===== src/rtl/hazard_ctrl.sv =====
// hazard_ctrl: load-use / HI-LO interlock and redirect flush control for the pipeline registers.
// Optional stall statistics counter (stall_cnt) is built when HAZARD_STAT_EN is defined.
module hazard_ctrl #(
   parameter int unsigned MULT_CYCLES = 4,
   parameter int unsigned DIV_CYCLES  = 32
) (
   input  logic        clk,
   input  logic        rst,
   input  logic [4:0]  id_rs,
   input  logic [4:0]  id_rt,
   input  logic        id_uses_rs,
   input  logic        id_uses_rt,
   input  logic        id_uses_hilo,
   input  logic [4:0]  ex_waddr,
   input  logic        ex_is_load,
   input  logic        ex_md_start,
   input  logic        ex_md_is_div,
   input  logic        mem_redirect,
   output logic        pc_wen,
   output logic        if_id_wen,
   output logic        if_id_flush,
   output logic        id_ex_clr,
   output logic        ex_mem_clr,
   output logic        md_busy,
   output logic        md_done
`ifdef HAZARD_STAT_EN
   ,
   output logic [31:0] stall_cnt
`endif
);

   localparam int unsigned CNT_W = $clog2(DIV_CYCLES);

   typedef enum logic [1:0] {S_IDLE, S_BUSY, S_DONE} state_t;

   state_t             r_state;
   logic [CNT_W-1:0]   r_cnt;
   logic               r_md_busy;
   logic               r_md_done;

   logic               w_load_use;
   logic               w_md_hold;
   logic               w_md_start;
   logic [CNT_W-1:0]   w_cnt_load;

   // A start squashed by a MEM redirect is wrong-path and never occupies HI/LO.
   assign w_md_start = ex_md_start & ~mem_redirect;
   assign w_cnt_load = ex_md_is_div ? CNT_W'(DIV_CYCLES - 1) : CNT_W'(MULT_CYCLES - 1);

   assign w_load_use = ex_is_load & (ex_waddr != 5'd0) &
                       ((id_uses_rs & (id_rs == ex_waddr)) |
                        (id_uses_rt & (id_rt == ex_waddr)));

   assign w_md_hold  = id_uses_hilo & (r_md_busy | w_md_start);

   // Redirect outranks any stall: the stalled instructions are on the wrong path.
   always_comb begin
      pc_wen      = 1'b1;
      if_id_wen   = 1'b1;
      if_id_flush = 1'b0;
      id_ex_clr   = 1'b0;
      ex_mem_clr  = 1'b0;
      if (rst) begin
         if (mem_redirect) begin
            if_id_flush = 1'b1;
            id_ex_clr   = 1'b1;
            ex_mem_clr  = 1'b1;
         end else if (w_load_use | w_md_hold) begin
            pc_wen      = 1'b0;
            if_id_wen   = 1'b0;
            id_ex_clr   = 1'b1;
         end
      end
   end

   // HI/LO occupancy FSM; a redirect while BUSY does not cancel the older op.
   always_ff @(posedge clk) begin
      if (!rst) begin
         r_state   <= S_IDLE;
         r_cnt     <= '0;
         r_md_busy <= 1'b0;
         r_md_done <= 1'b0;
      end else begin
         r_md_done <= 1'b0;
         case (r_state)
            S_IDLE: begin
               if (w_md_start) begin
                  r_cnt     <= w_cnt_load;
                  r_state   <= S_BUSY;
                  r_md_busy <= 1'b1;
               end
            end
            S_BUSY: begin
               if (r_cnt <= CNT_W'(1)) begin
                  r_cnt     <= '0;
                  r_state   <= S_DONE;
                  r_md_busy <= 1'b0;
                  r_md_done <= 1'b1;
               end else begin
                  r_cnt     <= r_cnt - CNT_W'(1);
               end
            end
            S_DONE: begin
               if (w_md_start) begin
                  r_cnt     <= w_cnt_load;
                  r_state   <= S_BUSY;
                  r_md_busy <= 1'b1;
               end else begin
                  r_state   <= S_IDLE;
               end
            end
            default: begin
               r_state   <= S_IDLE;
               r_md_busy <= 1'b0;
            end
         endcase
      end
   end

   assign md_busy = r_md_busy;
   assign md_done = r_md_done;

`ifdef HAZARD_STAT_EN
   logic [31:0] r_stall_cnt;

   always_ff @(posedge clk) begin
      if (!rst) begin
         r_stall_cnt <= 32'd0;
      end else if (!pc_wen) begin
         r_stall_cnt <= r_stall_cnt + 32'd1;
      end
   end

   assign stall_cnt = r_stall_cnt;
`endif

endmodule

===== config.mk =====
export PLATFORM = sky130hd
export DESIGN_NAME = hazard_ctrl
export DESIGN_NICKNAME = d
export VERILOG_FILES = /design/src/rtl/hazard_ctrl.sv
export SDC_FILE = /design/constraint.sdc
export NUM_CORES = 1
export LEC_CHECK = 0
export ABC_AREA = 1
export BUFFER_PORTS_ARGS = -buffer_cell sky130_fd_sc_hd__buf_2
export CAP_MARGIN = 10
export CORE_UTILIZATION = 46
export DETAILED_ROUTE_END_ITERATION = 7
export PLACE_DENSITY_LB_ADDON = 0.25
export SYNTH_ARGS = -nofsm -noshare
export SYNTH_HDL_FRONTEND = slang
export SYNTH_SLANG_ARGS = --single-unit

===== constraint.sdc =====
create_clock -name clk -period 1.5 [get_ports clk]
set_clock_uncertainty 0.05 [all_clocks]
set_input_delay 0 -clock clk [delete_from_list [all_inputs] [get_ports clk]]
set_output_delay 0 -clock clk [all_outputs]
set_load 0.01 [all_outputs]

* Word level (Yosys, flattened, before mapping)
Index checks and enable logic that the tools add are counted.
** Storage, ports and cells
- Bits in registers :: 9
- Input port bits :: 24
- Output and inout port bits :: 7
- Word-level logic and storage cells :: 51
** Operators by class
- Add/sub/neg operators :: 1
- Order comparisons :: 1
- Equality and inequality tests :: 7
- Multiplexer cells :: 20
- Bitwise operators :: 10
- Reductions and logical operators :: 8
** Operator list (number)
- $mux 5 :: 3
- $mux 1 :: 12
- $eq 5x5->1 :: 2
- $pmux 5 s2 :: 1
- $reduce_and 2->1 :: 4
- $and 1x1->1 :: 6
- $pmux 2 s3 :: 1
- $le 5x1->1 const B :: 1
- $reduce_bool 5->1 :: 1
- $sub 5x1->5 const B :: 1
- $mux 2 :: 2
- $ne 2x2->1 const B :: 2
- $or 1x1->1 :: 3
- $eq 2x1->1 const B :: 1
- $eq 2x2->1 const B :: 1
- $logic_not 2->1 :: 1
- $ne 2x1->1 const B :: 1
- $pmux 1 s2 :: 1
- $reduce_bool 2->1 :: 1
- $reduce_or 2->1 :: 1
- $not 1->1 :: 1

* Depth between registers and ports, before layout
- Depth in word-level cells :: 8
- Mapped depth :: 10
- Depth with buffers taken out :: 10

* Worst setup path before layout
OpenSTA, ideal clock, no wires.
- Path type :: register to register
- Start point :: register r_cnt[1]
- End point :: register r_cnt[1]
- Library setup time :: 0.115 ns
- Arrival time :: 0.974 ns
- Data required time :: 1.335 ns
- Path slack :: 0.361 ns
- Stages on the path, launching flop included :: 9
- Buffers on the path :: 0
- Cell sequence :: dfxtp_1 -> inv_1 -> ha_1 -> inv_1 -> nand2_2 -> nand3_2 -> nand2_2 -> nor2_1 -> o21a_1
** Between the ends
- Cells in the longest elaborated chain, start to end :: 3
** Ends and longest elaborated chain
- start: declaration :: RTL line 37 : logic [CNT_W-1:0] r_cnt;
- start signal: assignment :: RTL line 88 : r_cnt <= w_cnt_load;
- start signal: assignment :: RTL line 100 : r_cnt <= r_cnt - CNT_W'(1);
- start signal: assignment :: RTL line 105 : r_cnt <= w_cnt_load;
- $sub 5x1->5 or $le 5x1->1 (tied branches) :: RTL line 100, 94
- $mux 5 (*) :: RTL line 94 : if (r_cnt <= CNT_W'(1)) begin
- $pmux 5 s2 (*) :: RTL line 85 : case (r_state)
Every way passes the cells marked *; elsewhere a longest branch is shown, timed or not.
A chain may end at the register's enable or synchronous reset.

* Final worst setup path
- Start point :: register r_cnt[1]
- End point :: register r_cnt[2]
The elaborated chain is that of the path after synthesis.

==> summary.md <==
| Metric | Value |
|---|---|
| Status | finished, final reports clean |
| First-pass GRT wire length | 2.82 mm |
| Synth Instances | 124 |
| GPL Wtd Cong | 0.813 |
| Avg Inst Size Synth | 5.83 µm² |
| Pin count of the biggest net entering global routing | 10 |
| RSZ-0062 raised after global routing | false |
| XOR/XNOR Fraction of Synth Area | 3.63% |
| Final net count | 182 |
| Worst slew margin | 81.8% |
| Post-route insts no fill | 170 |
| Via-to-Cell Ratio | 4.69 |
| Clock transition at the registers of the reported paths | 0.07 ns |
| Cell mode on critical path | inv_1 |
| Final setup viols | 0 |
| Min-delay src | rst |
| Fin crit share | 82.0% |
| Hold_buf cts | 0 |
| WHS Path Cells | 2 |
| IO Pins | 31 |
| Synth Area in Simple Gates | 38.1% |
| Critical path capture point type | register |
| PwrDens | 782 nW/µm² |
| Total wire length | 1.49 mm |
| Most frequent cells in the layout | nand2_1 (40), buf_2 (30), inv_1 (18), nor2_1 (11), dfxtp_1 (9) |
| Die Wd | 41.7 µm |
| Critical path required time | 1.64 ns |
| Worst path max stage delay | 0.30 ns |
| Fmax | 813 MHz |
| Net Count, Synth | 150 |
| Least-Margin Pin Slew | 0.272 ns |
| CP Max Fanout | 4 |
| # port buffers | 30 |
| GRT Residual Overflow | 0 |
| Net Sw Frac | 34.2% |
| Max VDD drop | 0.632 mV |
| Worst skew pair latency | 0.26 ns |
| FILL cells | 132 |
| # DRC | 0 |
| Placed insts | 166 |
| Gr usage total | 20.3% |
| Cells resized by post-CTS repair | 0 |
| Antenna cells | 0 |
| CTS tree | yes |
| Adder-cell share of the synthesized area | 3.46% |
| CTS buffer count | 3 |
| Setup TNS | 0 ns |
| Die H | 41.7 µm |
| Critical path startpoint category | register |
| Seq pwr share | 39.5% |
| Cell variety after synth | 21 |
| Worst r2r src | r_cnt[1]$_SDFFE_PN0P_ |
| Compound-Gate Fraction of Synth Area | 13.7% |
| Share of cells above drive strength 1 | 31.6% |
| Post-CTS setup buffers | 0 |
| Routed vias | 798 |
| Final Hold Vio Count | 0 |
| 1st-pass router iterations | 4 |
| Area of the core | 1380 µm² |
| Clock Power Share | 26.3% |
| Layout area overhead | 24.2% |
| Multiplexer share of the synthesized area | 0% |
| Critical Path AT | 1.37 ns |
| Post-Synthesis Cell Area | 723 µm² |
| Remaining antenna violation count | 0 |
| Clk sinks | 9 |
| Starting Density | 52.3% |
| H-tree Lvls | 1 |
| LEAKAGE | 0.547 nW |
| Min cycle time layout | 1.23 ns |
| Number of global-route vias before repair | 758 |
| Final slew viol count | 0 |
| P_int | 0.463 mW |
| DP HPWL | 1.25 mm |
| Average wire per standard cell | 8.77 µm |
| Commonest non-fill, non-tap cell in the layout | nand2_1 |
| Root Buffer | clkbuf_4 |
| Hold WC Path Type | in -> reg |
| R2R depth | 7 |
| Net Sw Power | 0.240 mW |
| Main combinational cell family by area after synthesis | simple AND/OR/NAND/NOR gates |
| Flop2flop setup slack | 0.27 ns |
| Initial antenna violation count | 0 |
| CTS max path bufs | 2 |
| FP Rows | 13 |
| Comb power frac | 34.2% |
| Max-cap violations | 0 |
| Hold Path End | r_cnt[1]$_SDFFE_PN0P_ |
| YS warnings | 0 |
| Sequential share of the synthesized area | 24.9% |
| Slowest-stage cell, CP | dfxtp_1 |
| Die area | 1730 µm² |
| R2R Path End | r_cnt[2]$_SDFFE_PN0P_ |
| Critical Setup Path Class | reg -> reg |
| Crit-path cells | inv_1 > ha_1 > inv_1 > nand2_2 > a31oi_1 > nand2_1 > a21oi_1 |
| Flops & latches, synth | 9 |
| DR iter-0 viols | 13 |
| CP Launch Point | r_cnt[1]$_SDFFE_PN0P_ |
how the worst max path moves through the flow:
stage	end
global placement	r_cnt[1]$_SDFFE_PN0P_
CTS	r_cnt[2]$_SDFFE_PN0P_
detailed placement	r_cnt[1]$_SDFFE_PN0P_
floorplan	r_cnt[1]$_SDFFE_PN0P_
finish	r_cnt[2]$_SDFFE_PN0P_
global route	r_cnt[2]$_SDFFE_PN0P_
sequential cells by signal, summed over array words and instances, names as in the netlist:
name and cells:
md_busy 1, md_done 1, r_cnt 5, r_state 2
stage by stage:
step | setup slack, ns | hold WS (ns) | cell area [µm²] | power, mW | utilization [%]
2_1_floorplan | 0.361 | 0.0704 | 723 | 0.452 | -
3_3_place_gp | 0.312 | 0.257 | 872 | 0.515 | 63.1
3_5_place_dp | 0.287 | 0.268 | 872 | 0.521 | 63.1
4_1_cts | 0.261 | 0.00723 | 898 | 0.707 | 65.0
5_1_grt | 0.146 | 0.00405 | 898 | 0.762 | 65.0
6_report | 0.270 | 0.00596 | 898 | 0.703 | 65.0
cells by family (layout without fill, tap and decap cells):
family                     count (synthesis)  in the layout
DFF                                        9              9
and+or+nand+nor                           64             64
AOI/OAI and AO/OA                         17             17
adders and majority gates                  2              2
buffers and inverters                     29             60
xor gates and xnor gates                   3              3
metal layers:
layer  vias to the layer above  GRT usage (%)  part of all wire (%)
li1                        437              -                     -
met1                       334           23.9                    46
met2                        25           35.9                    46
met3                         2           6.09                   6.4
met4                         0           3.87                   1.1
met5                         -              0                     0
cell usage after synthesis (all sizes together):
| library cell | instances | share of area (%) |
|---|---|---|
| clkbuf | 1 | 0.69 |
| dfxtp | 9 | 25 |
| nand3 | 4 | 3.5 |
| nor3 | 2 | 1.4 |
| buf | 2 | 2.1 |
| a22oi | 1 | 1.7 |
| nand4 | 1 | 0.87 |
| ha | 2 | 3.5 |
| xor2 | 3 | 3.6 |
| a21oi | 7 | 4.8 |
| o21a | 2 | 2.1 |
| o21ai | 6 | 4.2 |
| nand2 | 44 | 24 |
| nor2 | 13 | 8.1 |
| a31oi | 1 | 0.87 |
| inv | 26 | 13 |
critical path, delay by kind of cell (launching register included):
family | cells | cell delay (ns)
and+or+nand+nor | 2 | 0.15
DFF | 1 | 0.30
AOI/OAI and AO/OA | 2 | 0.36
adders and majority gates | 1 | 0.18
buffers and inverters | 2 | 0.13
final cells by class:
type,count,area [µm²],area share [%]
multi-input combinational,86,425,47.4
sequential,9,180,20.1
timing repair buffer,30,150,16.7
inverter,26,97.6,10.9
clock buffer,4,26.3,2.92
tap,15,18.8,2.09
power groups by stage:
stage | Sequential, mW | Combinational [mW] | Clock, mW
global route | 0.280 | 0.280 | 0.203
detailed placement | 0.283 | 0.239 | 0
finish | 0.278 | 0.240 | 0.185
CTS | 0.277 | 0.241 | 0.189
floorplan | 0.281 | 0.171 | 0
global placement | 0.282 | 0.234 | 0
No activity file was read; power rests on OpenSTA's default activity.
